--- config.mk ---
export PLATFORM = sky130hd
export DESIGN_NAME = fetch_unit
export DESIGN_NICKNAME = d
export VERILOG_FILES = /design/src/rtl/fetch_unit.sv
export SDC_FILE = /design/constraint.sdc
export NUM_CORES = 1
export LEC_CHECK = 0
export ABC_CLOCK_PERIOD_IN_PS = 3040
export CAP_MARGIN = 15
export CORE_MARGIN = 5
export CORE_UTILIZATION = 48
export DETAILED_ROUTE_END_ITERATION = 16
export GPL_TIMING_DRIVEN = 1
export PLACE_DENSITY = 0.85
export SLEW_MARGIN = 15
export SYNTH_ARGS = -nofsm -noshare
export SYNTH_HDL_FRONTEND = slang
export SYNTH_SLANG_ARGS = --single-unit
--- constraint.sdc ---
create_clock -name clk -period 3.04 [get_ports clk]
set_input_delay 0.608 -clock clk [delete_from_list [all_inputs] [get_ports clk]]
set_output_delay 0.608 -clock clk [all_outputs]
set_load 0.01 [all_outputs]
--- src/rtl/fetch_unit.sv ---
// Instruction-fetch stage: owns the program counter, captures the ROM word
// and its PC into a valid/ready IF/ID register, and handles execute redirects.
module fetch_unit #(
    parameter logic [31:0] RESET_PC  = 32'h0000_0000,
    parameter logic [31:0] NOP_INSTR = 32'h0000_0013
) (
    input  logic        clk,
    input  logic        rst_n,
    output logic [31:0] program_counter,
    input  logic [31:0] instruction,
    input  logic        stall,
    input  logic        redirect_valid,
    input  logic [31:0] redirect_pc,
    output logic        if_valid,
    input  logic        if_ready,
    output logic [31:0] if_pc,
    output logic [31:0] if_instruction,
    output logic        misalign_pulse,
    output logic [31:0] fetch_count
);

    // The IF/ID register is either empty or holds one valid word.
    typedef enum logic {
        EMPTY = 1'b0,
        FULL  = 1'b1
    } if_state_t;

    if_state_t   state_reg, state_next;
    logic [31:0] pc_reg, pc_next;
    logic [31:0] if_pc_reg, if_pc_next;
    logic [31:0] if_instr_reg, if_instr_next;
    logic        misalign_reg, misalign_next;
    logic [31:0] fetch_count_reg, fetch_count_next;

    logic        consume;
    logic        load;

    // Decode takes the word this cycle; a new fetch fits when the slot frees up.
    assign consume = (state_reg == FULL) && if_ready;
    assign load    = !stall && ((state_reg == EMPTY) || if_ready);

    // State register; reset restores the fetch start point and an empty slot.
    always_ff @(posedge clk or negedge rst_n) begin
        if (!rst_n) begin
            state_reg       <= EMPTY;
            pc_reg          <= RESET_PC;
            if_pc_reg       <= 32'h0000_0000;
            if_instr_reg    <= NOP_INSTR;
            misalign_reg    <= 1'b0;
            fetch_count_reg <= 32'h0000_0000;
        end else begin
            state_reg       <= state_next;
            pc_reg          <= pc_next;
            if_pc_reg       <= if_pc_next;
            if_instr_reg    <= if_instr_next;
            misalign_reg    <= misalign_next;
            fetch_count_reg <= fetch_count_next;
        end
    end

    // Next-state: redirect flushes first, then load, then stalled consume drains.
    always_comb begin
        state_next       = state_reg;
        pc_next          = pc_reg;
        if_pc_next       = if_pc_reg;
        if_instr_next    = if_instr_reg;
        misalign_next    = 1'b0;
        // A consumed word counts even when a redirect flushes the slot.
        fetch_count_next = fetch_count_reg + (consume ? 32'd1 : 32'd0);

        if (redirect_valid) begin
            // Low address bits are dropped; the flag reports that they were set.
            pc_next       = {redirect_pc[31:2], 2'b00};
            state_next    = EMPTY;
            if_instr_next = NOP_INSTR;
            misalign_next = |redirect_pc[1:0];
        end else if (load) begin
            if_pc_next    = pc_reg;
            if_instr_next = instruction;
            state_next    = FULL;
            pc_next       = pc_reg + 32'd4;
        end else if (stall && consume) begin
            state_next    = EMPTY;
            if_instr_next = NOP_INSTR;
        end
    end

    // The ROM is addressed straight from the PC register so it answers this cycle.
    assign program_counter = pc_reg;
    assign if_valid        = (state_reg == FULL);
    assign if_pc           = if_pc_reg;
    assign if_instruction  = if_instr_reg;
    assign misalign_pulse  = misalign_reg;
    assign fetch_count     = fetch_count_reg;

endmodule
==> results of run 1 <==
## worst max-delay path, cell delays in order
cell and delay [ns]:
clkdlybuf4s50_1 0.49, and2_1 0.16, ha_1 0.18, ha_1 0.23, nand2_1 0.11, nor4_4 0.47
nand2_1 0.18, nor2_1 0.17, xor2_1 0.17
## layout by cell type (no fill, tap or decap), types with 2 or more instances in the layout
master,Yosys,layout
nor2_1,12,12
mux2_2,6,6
nor4_2,3,3
ha_1,4,4
bufinv_16,0,3
inv_1,5,5
nand3_1,23,23
o21ai_0,4,4
nor4_4,2,2
clkbuf_16,0,17
buf_12,0,2
o22a_1,3,3
nand2b_1,4,4
xnor2_1,33,33
nand4_1,31,31
a22o_1,29,29
nor2b_1,2,2
dfstp_2,3,3
and3_1,12,12
clkinvlp_4,0,2
nand2_1,122,122
o21ai_1,23,23
xor2_1,26,26
dfrtp_1,123,123
nor3_2,2,3
nor3_1,6,5
clkinv_2,0,4
conb_1,1,4
buf_4,4,6
and2_1,2,2
clkdlybuf4s50_1,0,192
clkbuf_8,0,5
## per-layer routing
layer  GRT usage [%]  vias to the layer above  routed length (um)
met4            8.56                        0                 312
met3            7.65                       27                1220
met5               0                        -                   0
met2            37.2                      208                7740
met1            28.1                     2325                6180
li1                -                     2168                   -
## where the power goes
group	total [uW]	switching [uW]	internal, uW
Sequential	2010	166	1840
Combinational	830	361	469
Clock	2110	716	1390
## final cells by class
cell class	count	area (sq um)	share of cell area (%)
Sequential cell	126	3160	38.3
Timing Repair Buffer	201	2010	24.4
Clock buffer	22	494	5.99
Multi-Input combinational cell	364	2250	27.3
Clock inverter	10	134	1.62
Tap cell	143	179	2.17
Inverter	5	18.8	0.228
## logic make-up (layout without fill, tap and decap cells)
kind of cell	count (synthesis)	after routing	synth area share, %
and+or+nand+nor	227	227	20.6
DFF	126	126	57.0
AOI/OAI and AO/OA	63	63	7.95
xor gates and xnor gates	59	59	9.33
buffers and inverters	31	238	2.78
muxes	7	7	1.40
adders and majority gates	4	4	0.904
other	1	4	0.0677
## through the flow
stage | instances | worst slack [ns] | utilization, %
floorplan | 521 | 0.987 | -
global placement | 839 | 0.277 | 67.0
detailed placement | 839 | 0.160 | 67.0
CTS | 871 | 0.578 | 72.5
global route | 871 | 0.373 | 72.6
finish | 871 | 0.593 | 72.6
## final timing paths
path                       depth (start not counted)                   to  slack [ns]                start
max                                                9      fetch_count[30]        0.59             if_ready
min                                                1            if_pc[23]        0.17                rst_n
max reg2reg                                        5  program_counter[22]        0.79  program_counter[10]
min reg2reg                                        2             if_pc[5]        0.47             if_pc[5]
max in group asynchronous                          2   if_instruction[19]        2.10                rst_n
min in group clk                                   2             if_pc[5]        0.47             if_pc[5]
==> results by group, run 1 <==
Floorplanning
  – Initial Util: between 40% and 50%
  – # IOs: slightly below 200
  – Core Footprint: 0.0114 sq mm
  – Die H: 117 um
  – Die ar.: around 0.014 sq mm
  – Rows: 39
  – Die width: roughly 120 um

Power
  – Cell Pwr Density: 600 mW/mm^2
  – LEAKAGE: roughly 0.0036 uW
  – VDD IR max: ~0.32 mV
  – Overall power: between 4000 and 5000 uW

Worst setup path
  – Crit path kind: input pin to register
  – CP required: 3.37 ns
  – Crit path launch type: input pin
  – Critical path fanouts, max: 8
  – WP data arrival: around 2.8 ns
  – Crit. End Element: register

Finish
  – Inserted Diodes: 0
  – Fill cell count: 796
  – Nets: just under 800
  – Area delta synth->final: 49.0%
  – Final instance area: a little over 0.008 sq mm
  – Share of cells above drive strength 1: 8.65%

STA
  – Final setup skew: slightly above 0.006 ns
  – Hold Vio Cnt, Final: 0
  – Max Clock Freq: between 0.4 and 0.5 GHz
  – Slew @ Worst Pin: about 0.72 ns
  – Relative slew slack: between 50% and 60%
  – Final min period: about 2.4 ns
  – Worst hold slack: ~0.17 ns
  – Setup TNS: 0 ns
  – Unrepaired setup endpoints after global routing: no
  – Final slew viol count: 0
  – Fin crit share: roughly 80%
  – Final setup fails: 0

Drt
  – Routed Antenna Nets: 0
  – Residual DRC: 0
  – Starting DRT DRC Count: approximately 290
  – Total number of vias: approximately 4.7k
  – Pre-antenna DRT Iters: 5
  – Wirelength per Cell: between 15 and 20 um
  – Drt total wl: approximately 15000 um
  – Vias per cell: 5.43

Logic synthesis
  – Ys Warns: 0
  – Top FF cell, synth: dfrtp_1
  – Register bit count reported by yosys: approximately 130
  – Mean Syn Cell Area: between 10 and 15 sq um
  – Synth top area cells: dfrtp_1, nand2_1, xnor2_1
  – Most common cell in the netlist: dfrtp_1
  – Post-synth cell types: 39
  – Ys async rst share: between 90% and 100%
  – Yosys top cell area share: 55.6%
  – Largest area contributor in the netlist: dfrtp_1
  – Post-synth EDFFs: 0
  – Synth Cell Area: approximately 0.0055 sq mm
  – Most frequent cells after synthesis: dfrtp_1, nand2_1, xnor2_1
  – Post-synthesis sequential area ratio: 57.0%
  – Gate Count Post-Synth: 518

Clocking
  – Clock slew at reported path FFs: approximately 0.060 ns
  – Clock Path Buffers: 2
  – Post-CTS Resized: 0
  – CTS tree: built
  – Postcts setup bufs: 0
  – Root buf cell: clkbuf_16
  – Worst skew pair latency: a little over 0.4 ns
  – Sink Count: approximately 130
  – Max H-tree Level: 4
  – Cts bufs inserted: 17
  – Hold Buf Count CTS: 0

Place
  – GP Congestion: between 0.8 and 0.9
  – Post-DP Area: around 0.0076 sq mm
  – Port bufs: 194
  – DP HPWL: between 10000 and 15000 um

Global routing
  – First-pass GRT wire length: 25700 um
  – Number of global-route vias before repair: around 5k
  – GRT overflow: 0
  – Largest net degree at the start of global routing: about 60
  – Initial antenna violation count: 0
  – GRT Total Usage: 22.8%

Worst hold path
  – Worst hold-check path type: input pin to asynchronous set/reset pin

Run
  – Number of max-cap violations: 0

Status
  – Status: completed
Note: power is estimated with default switching activity, not from simulation.
==> run 2: changes to the inputs <==
Settings changed: ABC_CLOCK_PERIOD_IN_PS 3040 to 2140, CORE_UTILIZATION 48 to 41, PLACE_DENSITY 0.85 to 0.77.
Clock period 3.04 ns to 2.14 ns, I/O delays scaled along.
==> run 2 against run 1 <==
First-iteration DRC count up 9.2%. Cell count up 6.4%. Worst setup slack worse by 0.43 ns. Register-to-register slack worse by 0.55 ns. Power up 42%. Core utilization down 8.7 points. Critical endpoint is now program_counter[14]. Largest cell class unchanged. Largest power group unchanged. Highest routed layer unchanged.
==> results by group, run 2 (same netlist as run 1, synthesis figures left out) <==
Worst setup path
  – Critical path fanouts, max: 8 (unchanged)
  – CP max stage delay: 0.63 ns (+0.14 ns)
  – WP data arrival: 1.55 ns (-1.22 ns)
  – Crit path kind: register to primary output
  – R2R cell count: 6 (+1)
  – Reg-to-Reg End: program_counter[30]
  – Critical-path top delay cell: clkdlybuf4s50_1
  – Crit. End Element: primary output
  – CP Cell Sequence: clkdlybuf4s50_1
  – R2R Setup Slk: 0.24 ns (-0.55 ns)
  – Buf+Inv Stages, Crit Path: 1 (unchanged)
  – R2R Path Start: program_counter[3]
  – CP required: 1.71 ns (-1.66 ns)
  – Crit-path leading delay family: buffers and inverters
  – Crit path launch type: register

STA
  – Fin crit share: 92.3%
  – Slew @ Worst Pin: 0.754 ns (+0.0316 ns)
  – Final min period: ~2.0 ns
  – Worst hold slack: 0.0494 ns (-0.117 ns)
  – Relative slew slack: 49.7% (-2.0 points)
  – Max Clock Freq: approximately 0.51 GHz
  – Final setup skew: 0.00924 ns (+0.00303 ns)
  – Setup TNS: 0 ns (unchanged)
  – Hold Vio Cnt, Final: 0 (unchanged)
  – Final slew viol count: 0 (unchanged)
  – Final setup fails: 0 (unchanged)
  – Setup WS post-layout: 0.164 ns (-0.429 ns)
  – Unrepaired setup endpoints after global routing: no

Finish
  – Area delta synth->final: 52.7%
  – Most common cell after layout, fill and taps aside: clkdlybuf4s50_1
  – Inserted Diodes: 0 (unchanged)
  – Fill cell count: 1075 (+35%)
  – Share of cells above drive strength 1: 11.2% (+2.5 points)
  – Layout Utilization: 63.8% (-8.7 points)
  – Final instance area: 0.00845 sq mm (+2.5%)
  – Nets: 811 (+2.9%)
  – Most frequent cells in the layout: clkdlybuf4s50_1, dfrtp_1, nand2_1

Place
  – GP Congestion: 0.881 (+2.7%)
  – DP HPWL: 11200 um (+2.8%)
  – Post-DP Area: 0.00784 sq mm (+3.0%)
  – Worst slack, placed: -0.229 ns (-0.389 ns)
  – Port bufs: 194 (unchanged)

Global routing
  – GRT Max-Usage Layer: met2
  – First-pass GRT wire length: 25300 um (-1.2%)
  – GRT overflow: 0 (unchanged)
  – Grt met3 use: 5.38% (-2.3 points)
  – Largest net degree at the start of global routing: 127 (+110%)
  – GRT Total Usage: 19.8% (-2.9 points)
  – Number of global-route vias before repair: 4892 (-1.3%)
  – Initial antenna violation count: 0 (unchanged)
  – Met1 Use GR: 25.5% (-2.6 points)
  – Met2 Use GR: 31.4% (-5.8 points)

Clocking
  – Post-CTS Resized: 0 (unchanged)
  – Worst skew pair latency: 0.41 ns (about the same)
  – Clock Path Buffers: 2 (unchanged)
  – Cts bufs inserted: 17 (unchanged)
  – Postcts setup bufs: 0 (unchanged)
  – Root buf cell: clkbuf_16
  – Max H-tree Level: 4 (unchanged)
  – CTS tree: built
  – Hold Buf Count CTS: 0 (unchanged)
  – Clock slew at reported path FFs: 0.05 ns (about the same)
  – Sink Count: 126 (unchanged)

Worst hold path
  – Worst hold-check path type: input pin to asynchronous set/reset pin

Run
  – Number of max-cap violations: 0 (unchanged)

Power
  – LEAKAGE: 0.00371 uW (+2.9%)
  – VDD IR max: 0.522 mV (+65%)
  – Cell Pwr Density: 832 mW/mm^2 (+39%)

Drt
  – Routed Antenna Nets: 0 (unchanged)
  – Total number of vias: 4805 (+1.6%)
  – Starting DRT DRC Count: 321 (+9.2%)
  – Residual DRC: 0 (unchanged)
  – Wirelength per Cell: 17.0 um (-4.2%)
  – Vias per cell: 5.18 (-4.5%)
  – Pre-antenna DRT Iters: 5 (unchanged)
  – Drt total wl: 15800 um (+2.0%)

Floorplanning
  – Core Footprint: 0.0132 sq mm (+16%)
  – Die width: 126 um (+7.5%)
  – Rows: 42 (+7.7%)
  – Die H: 126 um (+7.5%)
  – # IOs: 199 (unchanged)
  – Die ar.: 0.0159 sq mm (+16%)
  – Initial Util: 41.8% (-6.9 points)

Status
  – Status: completed
## run 2: layer usage
metal	up-vias	part of all wire (%)
met4	0	2.7
met2	193	49
li1	2214	-
met1	2368	42
met5	-	0
met3	30	6.8
## run 2: area by class of cell
| type | count | area [sq um] | area share (%) |
|---|---|---|---|
| timing repair buffer | 224 | 2200 | 26.0 |
| sequential | 126 | 3160 | 37.3 |
| multi-input combinational | 364 | 2250 | 26.6 |
| clock inverter | 12 | 168 | 1.98 |
| tap | 176 | 220 | 2.60 |
| clock buffer | 20 | 447 | 5.28 |
| inverter | 5 | 18.8 | 0.222 |
## run 2: worst max path at each step
stage                              from                   to  cells past startpoint
floorplan                      if_valid      fetch_count[30]                      8
global placement               if_ready      fetch_count[30]                     10
detailed placement             if_ready      fetch_count[30]                     10
CTS                 program_counter[14]  program_counter[14]                      1
global route                   if_ready      fetch_count[30]                     10
finish              program_counter[14]  program_counter[14]                      1
## run 2: where the power goes
part,internal [uW],total (uW),switching [uW]
combinational,692,1220,526
sequential,2620,2840,221
clock,1970,2980,1010
total,5280,7040,1760
## run 2: metrics by stage
step / total power [uW] / cells
floorplan: 3280 / 521
global placement: 4070 / 895
detailed placement: 4110 / 895
CTS: 7110 / 927
global route: 7320 / 927
finish: 7040 / 927
